**src/rtl/hilo_muldiv_ctrl.sv**
```systemverilog
// ---------------------------------------------------------------------------
// hilo_muldiv_ctrl
//
// Sequencer for the MIPS multiply/divide unit and the architectural HI/LO
// register pair. Accepts MULT, MULTU, DIV, DIVU, MTHI and MTLO requests from
// the execute stage. Multiplies and divides run as an iterative shift-add
// multiplier or restoring divider over WIDTH cycles. A final FIX cycle then
// applies sign correction and commits the result to HI/LO.
//
// Optional feature macro: MULDIV_FAST_MUL_EN
//   When defined, MULT/MULTU use a combinational 2*WIDTH multiply and go
//   straight from IDLE to FIX, so busy is high for one cycle. Division is
//   unaffected. When undefined, multiplication is iterative.
//
// Ports:
//   i_clk     clock; all state changes on the rising edge
//   i_rst     asynchronous active-high reset
//   i_start   request valid this cycle
//   i_op      000 MULT, 001 MULTU, 010 DIV, 011 DIVU, 100 MTHI, 101 MTLO,
//             110/111 no-op
//   i_rs_val  multiplicand / dividend / MTHI-MTLO source
//   i_rt_val  multiplier / divisor
//   i_flush   abort the in-flight operation (exception / branch squash)
//   o_busy    mult/div in progress; pipeline stalls MFHI/MFLO and issue
//   o_done    one-cycle pulse; HI/LO were updated by a mult/div
//   o_hi      architectural HI
//   o_lo      architectural LO
// ---------------------------------------------------------------------------
module hilo_muldiv_ctrl #(
  parameter int WIDTH = 32
) (
  input  logic             i_clk,
  input  logic             i_rst,
  input  logic             i_start,
  input  logic [2:0]       i_op,
  input  logic [WIDTH-1:0] i_rs_val,
  input  logic [WIDTH-1:0] i_rt_val,
  input  logic             i_flush,
  output logic             o_busy,
  output logic             o_done,
  output logic [WIDTH-1:0] o_hi,
  output logic [WIDTH-1:0] o_lo
);

  localparam int CW = (WIDTH > 1) ? $clog2(WIDTH) : 1;
  localparam logic [CW-1:0] LAST_ITER = CW'(WIDTH - 1);

  typedef enum logic [1:0] {
    IDLE = 2'd0,
    RUN  = 2'd1,
    FIX  = 2'd2
  } state_t;

  // Conditional two's-complement negation, used both for taking operand
  // magnitudes and for the final sign correction.
  function automatic logic [WIDTH-1:0] neg_if(input logic [WIDTH-1:0] v,
                                              input logic             n);
    return n ? (~v + WIDTH'(1)) : v;
  endfunction

  function automatic logic [2*WIDTH-1:0] neg2_if(input logic [2*WIDTH-1:0] v,
                                                 input logic               n);
    return n ? (~v + (2*WIDTH)'(1)) : v;
  endfunction

  state_t               r_state;
  logic [CW-1:0]        r_cnt;
  logic                 r_is_div;
  logic                 r_neg_q;   // result (product / quotient) negated
  logic                 r_neg_r;   // remainder takes dividend's sign
  logic                 r_dvz;     // divide by zero
  logic [WIDTH-1:0]     r_op_b;    // multiplicand or divisor magnitude
  // Upper WIDTH+1 bits: partial product / remainder.
  // Lower WIDTH bits: multiplier being consumed / dividend shifting out and
  // quotient shifting in.
  logic [2*WIDTH:0]     r_acc;
  logic                 r_busy;
  logic                 r_done;
  logic [WIDTH-1:0]     r_hi;
  logic [WIDTH-1:0]     r_lo;

  // Operand decode. For mult/div ops, op[0]=0 selects the signed variant.
  logic                 w_signed;
  logic                 w_rs_neg;
  logic                 w_rt_neg;
  logic [WIDTH-1:0]     w_mag_rs;
  logic [WIDTH-1:0]     w_mag_rt;

  assign w_signed = ~i_op[2] & ~i_op[0];
  assign w_rs_neg = w_signed & i_rs_val[WIDTH-1];
  assign w_rt_neg = w_signed & i_rt_val[WIDTH-1];
  assign w_mag_rs = neg_if(i_rs_val, w_rs_neg);
  assign w_mag_rt = neg_if(i_rt_val, w_rt_neg);

`ifdef MULDIV_FAST_MUL_EN
  logic [2*WIDTH-1:0]   w_fast_prod;
  assign w_fast_prod = {{WIDTH{1'b0}}, w_mag_rs} * {{WIDTH{1'b0}}, w_mag_rt};
`endif

  // One iteration of either algorithm.
  logic [WIDTH:0]       w_mul_sum;
  logic [WIDTH:0]       w_div_shift;
  logic                 w_div_ge;
  logic [WIDTH:0]       w_div_diff;
  logic [2*WIDTH:0]     w_acc_step;

  always_comb begin
    // Multiply: add multiplicand into the upper part when the current
    // multiplier bit is set, then shift the whole accumulator right.
    w_mul_sum   = r_acc[2*WIDTH:WIDTH]
                + (r_acc[0] ? {1'b0, r_op_b} : {(WIDTH+1){1'b0}});
    // Divide: shift the next dividend bit into the remainder and subtract
    // the divisor if it fits (restoring).
    w_div_shift = {r_acc[2*WIDTH-1:WIDTH], r_acc[WIDTH-1]};
    w_div_ge    = (w_div_shift >= {1'b0, r_op_b});
    w_div_diff  = w_div_shift - {1'b0, r_op_b};
    if (r_is_div) begin
      w_acc_step = {(w_div_ge ? w_div_diff : w_div_shift),
                    r_acc[WIDTH-2:0], w_div_ge};
    end else begin
      w_acc_step = {1'b0, w_mul_sum, r_acc[WIDTH-1:1]};
    end
  end

  // Sign correction for the commit in FIX.
  logic [2*WIDTH-1:0]   w_prod_fix;
  logic [WIDTH-1:0]     w_quo_fix;
  logic [WIDTH-1:0]     w_rem_fix;

  assign w_prod_fix = neg2_if(r_acc[2*WIDTH-1:0], r_neg_q);
  // Division by zero yields an all-ones quotient regardless of sign; the
  // remainder is already the dividend magnitude, and re-applying the
  // dividend's sign returns rs_val unchanged.
  assign w_quo_fix  = r_dvz ? {WIDTH{1'b1}} : neg_if(r_acc[WIDTH-1:0], r_neg_q);
  assign w_rem_fix  = neg_if(r_acc[2*WIDTH-1:WIDTH], r_neg_r);

  always_ff @(posedge i_clk or posedge i_rst) begin
    if (i_rst) begin
      r_state  <= IDLE;
      r_cnt    <= '0;
      r_is_div <= 1'b0;
      r_neg_q  <= 1'b0;
      r_neg_r  <= 1'b0;
      r_dvz    <= 1'b0;
      r_op_b   <= '0;
      r_acc    <= '0;
      r_busy   <= 1'b0;
      r_done   <= 1'b0;
      r_hi     <= '0;
      r_lo     <= '0;
    end else begin
      r_done <= 1'b0;
      if (i_flush) begin
        // Squash wins over everything, including a same-cycle start.
        r_state <= IDLE;
        r_busy  <= 1'b0;
      end else begin
        case (r_state)
          IDLE: begin
            if (i_start) begin
              if (!i_op[2]) begin
                r_is_div <= i_op[1];
                r_neg_q  <= w_rs_neg ^ w_rt_neg;
                r_neg_r  <= w_rs_neg;
                r_dvz    <= i_op[1] & (i_rt_val == '0);
                r_cnt    <= '0;
                r_busy   <= 1'b1;
                if (i_op[1]) begin
                  r_acc   <= {{(WIDTH+1){1'b0}}, w_mag_rs};
                  r_op_b  <= w_mag_rt;
                  r_state <= RUN;
                end else begin
`ifdef MULDIV_FAST_MUL_EN
                  r_acc   <= {1'b0, w_fast_prod};
                  r_op_b  <= w_mag_rs;
                  r_state <= FIX;
`else
                  r_acc   <= {{(WIDTH+1){1'b0}}, w_mag_rt};
                  r_op_b  <= w_mag_rs;
                  r_state <= RUN;
`endif
                end
              end else if (i_op[1:0] == 2'b00) begin
                r_hi <= i_rs_val;
              end else if (i_op[1:0] == 2'b01) begin
                r_lo <= i_rs_val;
              end
            end
          end
          RUN: begin
            r_acc <= w_acc_step;
            r_cnt <= r_cnt + CW'(1);
            if (r_cnt == LAST_ITER) begin
              r_state <= FIX;
            end
          end
          FIX: begin
            if (r_is_div) begin
              r_lo <= w_quo_fix;
              r_hi <= w_rem_fix;
            end else begin
              r_hi <= w_prod_fix[2*WIDTH-1:WIDTH];
              r_lo <= w_prod_fix[WIDTH-1:0];
            end
            r_done  <= 1'b1;
            r_busy  <= 1'b0;
            r_state <= IDLE;
          end
          default: begin
            r_state <= IDLE;
            r_busy  <= 1'b0;
          end
        endcase
      end
    end
  end

  assign o_busy = r_busy;
  assign o_done = r_done;
  assign o_hi   = r_hi;
  assign o_lo   = r_lo;

endmodule

```
**config.mk**
```make
export PLATFORM = sky130hd
export DESIGN_NAME = hilo_muldiv_ctrl
export DESIGN_NICKNAME = d
export VERILOG_FILES = /design/src/rtl/hilo_muldiv_ctrl.sv
export SDC_FILE = /design/constraint.sdc
export NUM_CORES = 1
export LEC_CHECK = 0
export ABC_AREA = 0
export BUFFER_PORTS_ARGS = -buffer_cell sky130_fd_sc_hd__buf_2
export CAP_MARGIN = 5
export CORE_AREA = 5 5 135 265
export CTS_BUF_LIST = sky130_fd_sc_hd__clkbuf_16
export DETAILED_ROUTE_END_ITERATION = 10
export DIE_AREA = 0 0 140 270
export MAX_ROUTING_LAYER = met4
export PLACE_DENSITY = 0.72
export SLEW_MARGIN = 25
export SYNTH_ARGS = -nofsm -noshare
export SYNTH_HDL_FRONTEND = slang
export SYNTH_SLANG_ARGS = --single-unit
```
**constraint.sdc**
```tcl
create_clock -name i_clk -period 13.8 [get_ports i_clk]
set_input_delay 0 -clock i_clk [delete_from_list [all_inputs] [get_ports i_clk]]
set_output_delay 0 -clock i_clk [all_outputs]
set_load 0.01 [all_outputs]
```
==> summary.md, run 1 <==
| Metric | Value |
|---|---|
| Fin crit period | 4.02 ns |
| Clk slew on worst S/H paths | 0.07 ns |
| Placed Instances | 2385 |
| Average size of a mapped cell | 7.75 µm² |
| Die height | 270 µm |
| Sequential share of the synthesized area | 29.3% |
| Logic pwr share | 56.4% |
| Number of global-route vias before repair | 14700 |
| Post-route antenna net violation count | 0 |
| Core area | 33500 µm² |
| Synth Net Count | 2058 |
| Setup WS post-layout | 9.78 ns |
| Largest net degree at the start of global routing | 85 |
| Worst hold path class | input pin to flop |
| Root buffer cell | clkbuf_16 |
| Commonest cells after routing, fill and taps aside | nand2_1, nor2_1, a21oi_1 |
| First-pass GRT wire length | 80600 µm |
| Setup TNS | 0 ns |
| Vias per inst | 5.95 |
| Async set-reset flop share out of synthesis | 100% |
| Clock Latency Late Sink | 0.46 ns |
| Final setup vio count | 0 |
| Slew Viols, Final | 0 |
| Crit end category | flop |
| Worst slew margin | 29.3% |
| Non-filler instance count after layout | 2454 |
| Layout Nets | 2148 |
| Total global-route track usage | 27.5% |
| Primary FF master, synth | dfrtp_1 |
| Hold WS | 0.0319 ns |
| TritonCTS Buffers | 17 |
| Sw Share | 47.8% |
| RSZ-0062 raised after global routing | no |
| Reg power frac | 27.9% |
| Leakage | 7.51 nW |
| Crit path kind | flop to flop |
| Initial antenna violation count | 0 |
| Syn Inst Count | 1915 |
| CTS tree | yes |
| Die Wd | 140 µm |
| Number of diodes | 0 |
| # IOs | 137 |
| Peak VDD IR | 104 µV |
| Required time worst endpoint | 14.15 ns |
| Post-CTS Setup Bufs | 0 |
| Final Cycle Share | 29.1% |
| Max-Cap Viols | 0 |
| Clock Power Share | 15.7% |
| DRT iter0 DRCs | 1004 |
| FP Rows | 95 |
| Worst path arrival time | 4.36 ns |
| Status | finished, final reports clean |
| Syn-to-layout area delta | 12.3% |
| Clock Sinks | 174 |
| Worst clock skew | 0.0117 ns |
| Worst-Margin Slew | 1.06 ns |
| # H-tree levels | 4 |
| Die ar. | 37800 µm² |
| PwrDens | 185 nW/µm² |
| RePlAce Congestion | 1.03 |
| Seq cells post-synth | 174 |
| Share of layout cells above drive strength 1 | 12.0% |
| CP Max Fanout | 32 |
| Post-layout util | 49.8% |
| Most common cell after layout, fill and taps aside | nand2_1 |
| Initial core utilization | 44.3% |
| TritonRoute pass-1 iters | 5 |
| Fillers | 3279 |
| Fmax | 0.249 GHz |
| Number of synthesized flops with an enable pin | 0 |
| Clk buf depth | 2 |
| Post-Place Worst Slack | 9.81 ns |
| Hold Fails Final Rpt | 0 |
| Crit start category | flop |
| IO Port Bufs | 136 |
| Routed via count | 14600 |
| Sw power | 1.47 mW |
| Global route overflow | 0 |
| Post-Route WL | 51700 µm |
| DR DRC count | 0 |
| Post-DP HPWL | 39600 µm |
| Synth Warn # | 0 |
| Post-synth cell types | 91 |
| Synth Cell Area | 14800 µm² |
| Wire per inst | 21.0 µm |
| P_int | 1.61 mW |
-- flip-flops by register name (all words and copies together) (netlist names) --
name,cells
r_neg_r,1
o_busy,1
r_acc,65
r_is_div,1
o_lo,32
r_dvz,1
r_op_b,32
r_neg_q,1
o_hi,32
o_done,1
r_state,2
r_cnt,5
-- final timing paths --
path                              start   endpoint  slack (ns)  cells past startpoint
setup reg to reg               r_acc[0]  r_acc[62]        9.78                     14
hold / removal             i_rs_val[24]   o_hi[24]        0.03                      3
min in group asynchronous         i_rst    o_lo[1]        0.12                      3
max in group asynchronous         i_rst   r_is_div       11.51                      5
setup / recovery               r_acc[0]  r_acc[62]        9.78                     14
hold reg to reg                o_lo[28]   o_lo[28]        0.47                      2
-- layer usage --
layer  track usage (%)  part of all wire (%)
met2              48.7                    53
met4              18.7                   7.5
met3              3.12                   4.3
met1              27.9                    36
met5                 -                     0
-- cells in the mapped netlist (27+ instances only) --
cell        n  area [µm²]
mux2i_1    60         601
o21ai_0   171         856
xnor2_1   110         963
dfrtp_1   174        4350
xor2_1     62         543
o22ai_1    30         188
a21o_1     28         210
ha_1       70         876
clkbuf_1  101         379
inv_1      60         225
nor3_1     37         185
nand2_1   227         852
nand3_1    27         135
nor2_1    211         792
a21oi_1   188         941
o21ai_1    46         230
-- stage by stage --
stage	instance area [µm²]	total power [mW]
2_1_floorplan	14800	2.10
4_1_cts	16700	3.06
5_1_grt	16700	3.30
3_5_place_dp	15800	2.56
3_3_place_gp	15800	2.54
6_report	16700	3.09
-- cell families after synthesis --
kind of cell / Yosys count / share of synthesized area, %
compound gates: 617 / 25.0
xor+xnor: 172 / 10.1
fa+ha+maj: 72 / 6.17
buf+inv: 181 / 5.00
flops: 174 / 29.3
mux: 73 / 5.03
simple gates: 626 / 19.3
-- repair_timing --
item | 4_1_cts | 5_1_grt
resized for setup | 0 | 0
endpoints found under the hold margin | 102 | 0
hold buffers | 37 | 0
-- power by group through the flow --
stage / logic (mW) / clock network, mW / registers [mW]
global route: 1.92 / 0.508 / 0.875
CTS: 1.72 / 0.489 / 0.852
floorplan: 1.33 / 0 / 0.778
detailed placement: 1.70 / 0 / 0.860
finish: 1.74 / 0.484 / 0.860
global placement: 1.68 / 0 / 0.854
-- worst max-delay path, cell delays in order, from the launching register on --
cell      delay, ns
dfrtp_1        0.46
inv_1          0.08
buf_4          0.34
nor2_1         0.10
ha_1           0.36
a31oi_1        0.17
a21boi_0       0.16
o31a_1         0.34
a211o_1        0.34
o221ai_2       0.34
a211oi_1       0.16
nor4_1         0.47
o21ba_2        0.22
o21ai_1        0.06
a32o_1         0.28
-- final cells by class --
| class | instances | area [µm²] | share of cell area (%) |
|---|---|---|---|
| Sequential cell | 174 | 4360 | 26.1 |
| Clock buffer | 17 | 425 | 2.55 |
| Tap cell | 436 | 546 | 3.27 |
| Clock inverter | 15 | 130 | 0.780 |
| Inverter | 60 | 230 | 1.38 |
| Timing Repair Buffer | 192 | 1200 | 7.17 |
| Multi-Input combinational cell | 1560 | 9800 | 58.7 |
Power figures use the tool's default switching activity.
==> run 2: changes to the inputs <==
==> constraint.sdc (replaced) <==
create_clock -name i_clk -period 3.75 [get_ports i_clk]
set_input_delay 0 -clock i_clk [delete_from_list [all_inputs] [get_ports i_clk]]
set_output_delay 0 -clock i_clk [all_outputs]
set_load 0.01 [all_outputs]
==> run 2 against run 1 <==
Against the previous run:
- register-to-register slack lost 9.7 ns
- critical endpoint is now r_acc[55]
- clock power rose to 4.4 times the previous value
- via count grew 2.0%
- non-clock buffer count rose by 61
- largest cell class unchanged
==> summary.md, run 2 (synthesis gave the netlist of run 1 again) <==
| Metric | Value |
|---|---|
| Status | finished, final reports clean |
| # H-tree levels | 4 |
| Hold Fails Final Rpt | 0 |
| Fin crit period | 3.63 ns |
| Worst-Margin Slew | 1.04 ns |
| Slew Viols, Final | 0 |
| DRT iter0 DRCs | 909 |
| Final Cycle Share | 96.7% |
| Most common cell after layout, fill and taps aside | nand2_1 |
| Initial antenna violation count | 1 |
| Post-Route WL | 52600 µm |
| Clk slew on worst S/H paths | 0.07 ns |
| CTS tree | yes |
| DP Area | 16200 µm² |
| Crit path kind | flop to flop |
| IO Port Bufs | 136 |
| Crit end category | flop |
| Peak VDD IR | 331 µV |
| Largest net degree at the start of global routing | 175 |
| CP Cell Sequence | and2_1, ha_1, inv_1, fa_1, and2b_1, o31a_2, o22a_2, a211o_2, a221o_2, a21o_4, a21o_1, a21oi_2, xor2_1, o221ai_1 |
| Final setup vio count | 0 |
| Worst clock skew | 0.0143 ns |
| Core area | 33500 µm² |
| CP startpoint | r_acc[0] |
| TritonCTS Buffers | 17 |
| Post-route antenna net violation count | 0 |
| Fmax | 0.276 GHz |
| FP Rows | 95 |
| Total global-route track usage | 28.0% |
| Global route overflow | 0 |
| Number of global-route vias before repair | 15000 |
| Leakage | 7.90 nW |
| Total Power | 12.0 mW |
| Root buffer cell | clkbuf_16 |
| Vias per inst | 5.93 |
| Post-DP HPWL | 40400 µm |
| Worst hold path class | input pin to flop |
| CP peak stage delay | 0.45 ns |
| Crit start category | flop |
| Die height | 270 µm |
| PwrDens | 694 nW/µm² |
| Commonest cells after routing, fill and taps aside | nand2_1, nor2_1, a21oi_1 |
| Worst R2R End | r_acc[55] |
| Non-filler instance count after layout | 2513 |
| Final instance area | 17400 µm² |
| Die Wd | 140 µm |
| Clock Sinks | 174 |
| Crit path capture | r_acc[55] |
| Worst r2r src | r_acc[0] |
| Worst path arrival time | 3.95 ns |
| Hold WS | 0.0279 ns |
| CP max stage cell | dfrtp_2 |
| Wire per inst | 20.9 µm |
| Clk buf depth | 2 |
| Required time worst endpoint | 4.07 ns |
| Top reg by flops | r_acc |
| Layout Nets | 2209 |
| Share of layout cells above drive strength 1 | 14.6% |
| First-pass GRT wire length | 82000 µm |
| Placed Instances | 2441 |
| Syn-to-layout area delta | 16.9% |
| Reg2Reg Depth | 14 |
| Post-layout util | 51.8% |
| Initial core utilization | 44.3% |
| DR DRC count | 0 |
| Clock Latency Late Sink | 0.46 ns |
| Routed via count | 14900 |
| CP Max Fanout | 7 |
| R2r setup slk | 0.12 ns |
| RePlAce Congestion | 1.07 |
| # IOs | 137 |
| TritonRoute pass-1 iters | 6 |
| Max FFs per register | 65 |
| Worst slew margin | 30.9% |
| Die ar. | 37800 µm² |
| Max-Cap Viols | 0 |
-- run 2: how the worst min path moves through the flow --
stage                     slack, ns    endpoint  depth (start not counted)         start
after floorplan                0.18     o_hi[1]                          2   i_rs_val[1]
after global placement         0.30  r_state[0]                          2       i_flush
after detailed placement       0.31  r_state[1]                          2       i_flush
after CTS                     0.007  r_op_b[11]                          4  i_rt_val[11]
after global routing           0.03    o_hi[15]                          3  i_rs_val[15]
final                          0.03  r_op_b[24]                          4  i_rt_val[24]
-- run 2: area by class of cell --
cell class,count,area [µm²]
diodes,1,2.50
flip-flops and latches,174,4360
clock buffers,17,425
repair buffers,253,1730
multi-input cells,1560,9830
fillers,3184,16200
inverters,60,229
clock inverters,12,243
well taps,436,546
-- run 2: timing repair --
| item | CTS | global route |
|---|---|---|
| resized for setup | 0 | 4 |
| endpoints found under the hold margin | 223 | 0 |
| setup buffers | 0 | 1 |
| setup endpoints to repair | 0 | 5 |
| hold buffers | 40 | 0 |
-- run 2: through the flow --
step,worst slack [ns],setup TNS [ns]
floorplan,0.197,0
global placement,0.217,0
detailed placement,0.145,0
CTS,0.113,0
global route,-0.0296,-0.0296
finish,0.123,0
-- run 2: power breakdown --
| group | internal (mW) | switching [mW] | total [mW] | leakage, nW |
|---|---|---|---|---|
| Clock | 1.31 | 0.810 | 2.11 | 0.326 |
| Combinational | 2.88 | 4.02 | 6.90 | 5.35 |
| Sequential | 2.36 | 0.676 | 3.03 | 2.23 |
| Total | 6.54 | 5.51 | 12.0 | 7.90 |
-- run 2: routing by layer --
metal	global-route usage, %	vias to the layer above	share of wire (%)
met5	-	-	0
met4	19.8	0	8.4
met3	3.31	200	4.7
met2	50.0	574	52
met1	27.7	7056	35
li1	-	7080	-
-- run 2: critical path: cells and delay by family, from the launching register on --
| family | cells | cell delay (ns) |
|---|---|---|
| AOI/OAI and AO/OA | 8 | 1.99 |
| buffers and inverters | 1 | 0.08 |
| adders and majority gates | 2 | 0.42 |
| xor gates and xnor gates | 1 | 0.16 |
| and+or+nand+nor | 2 | 0.39 |
| DFF | 1 | 0.45 |
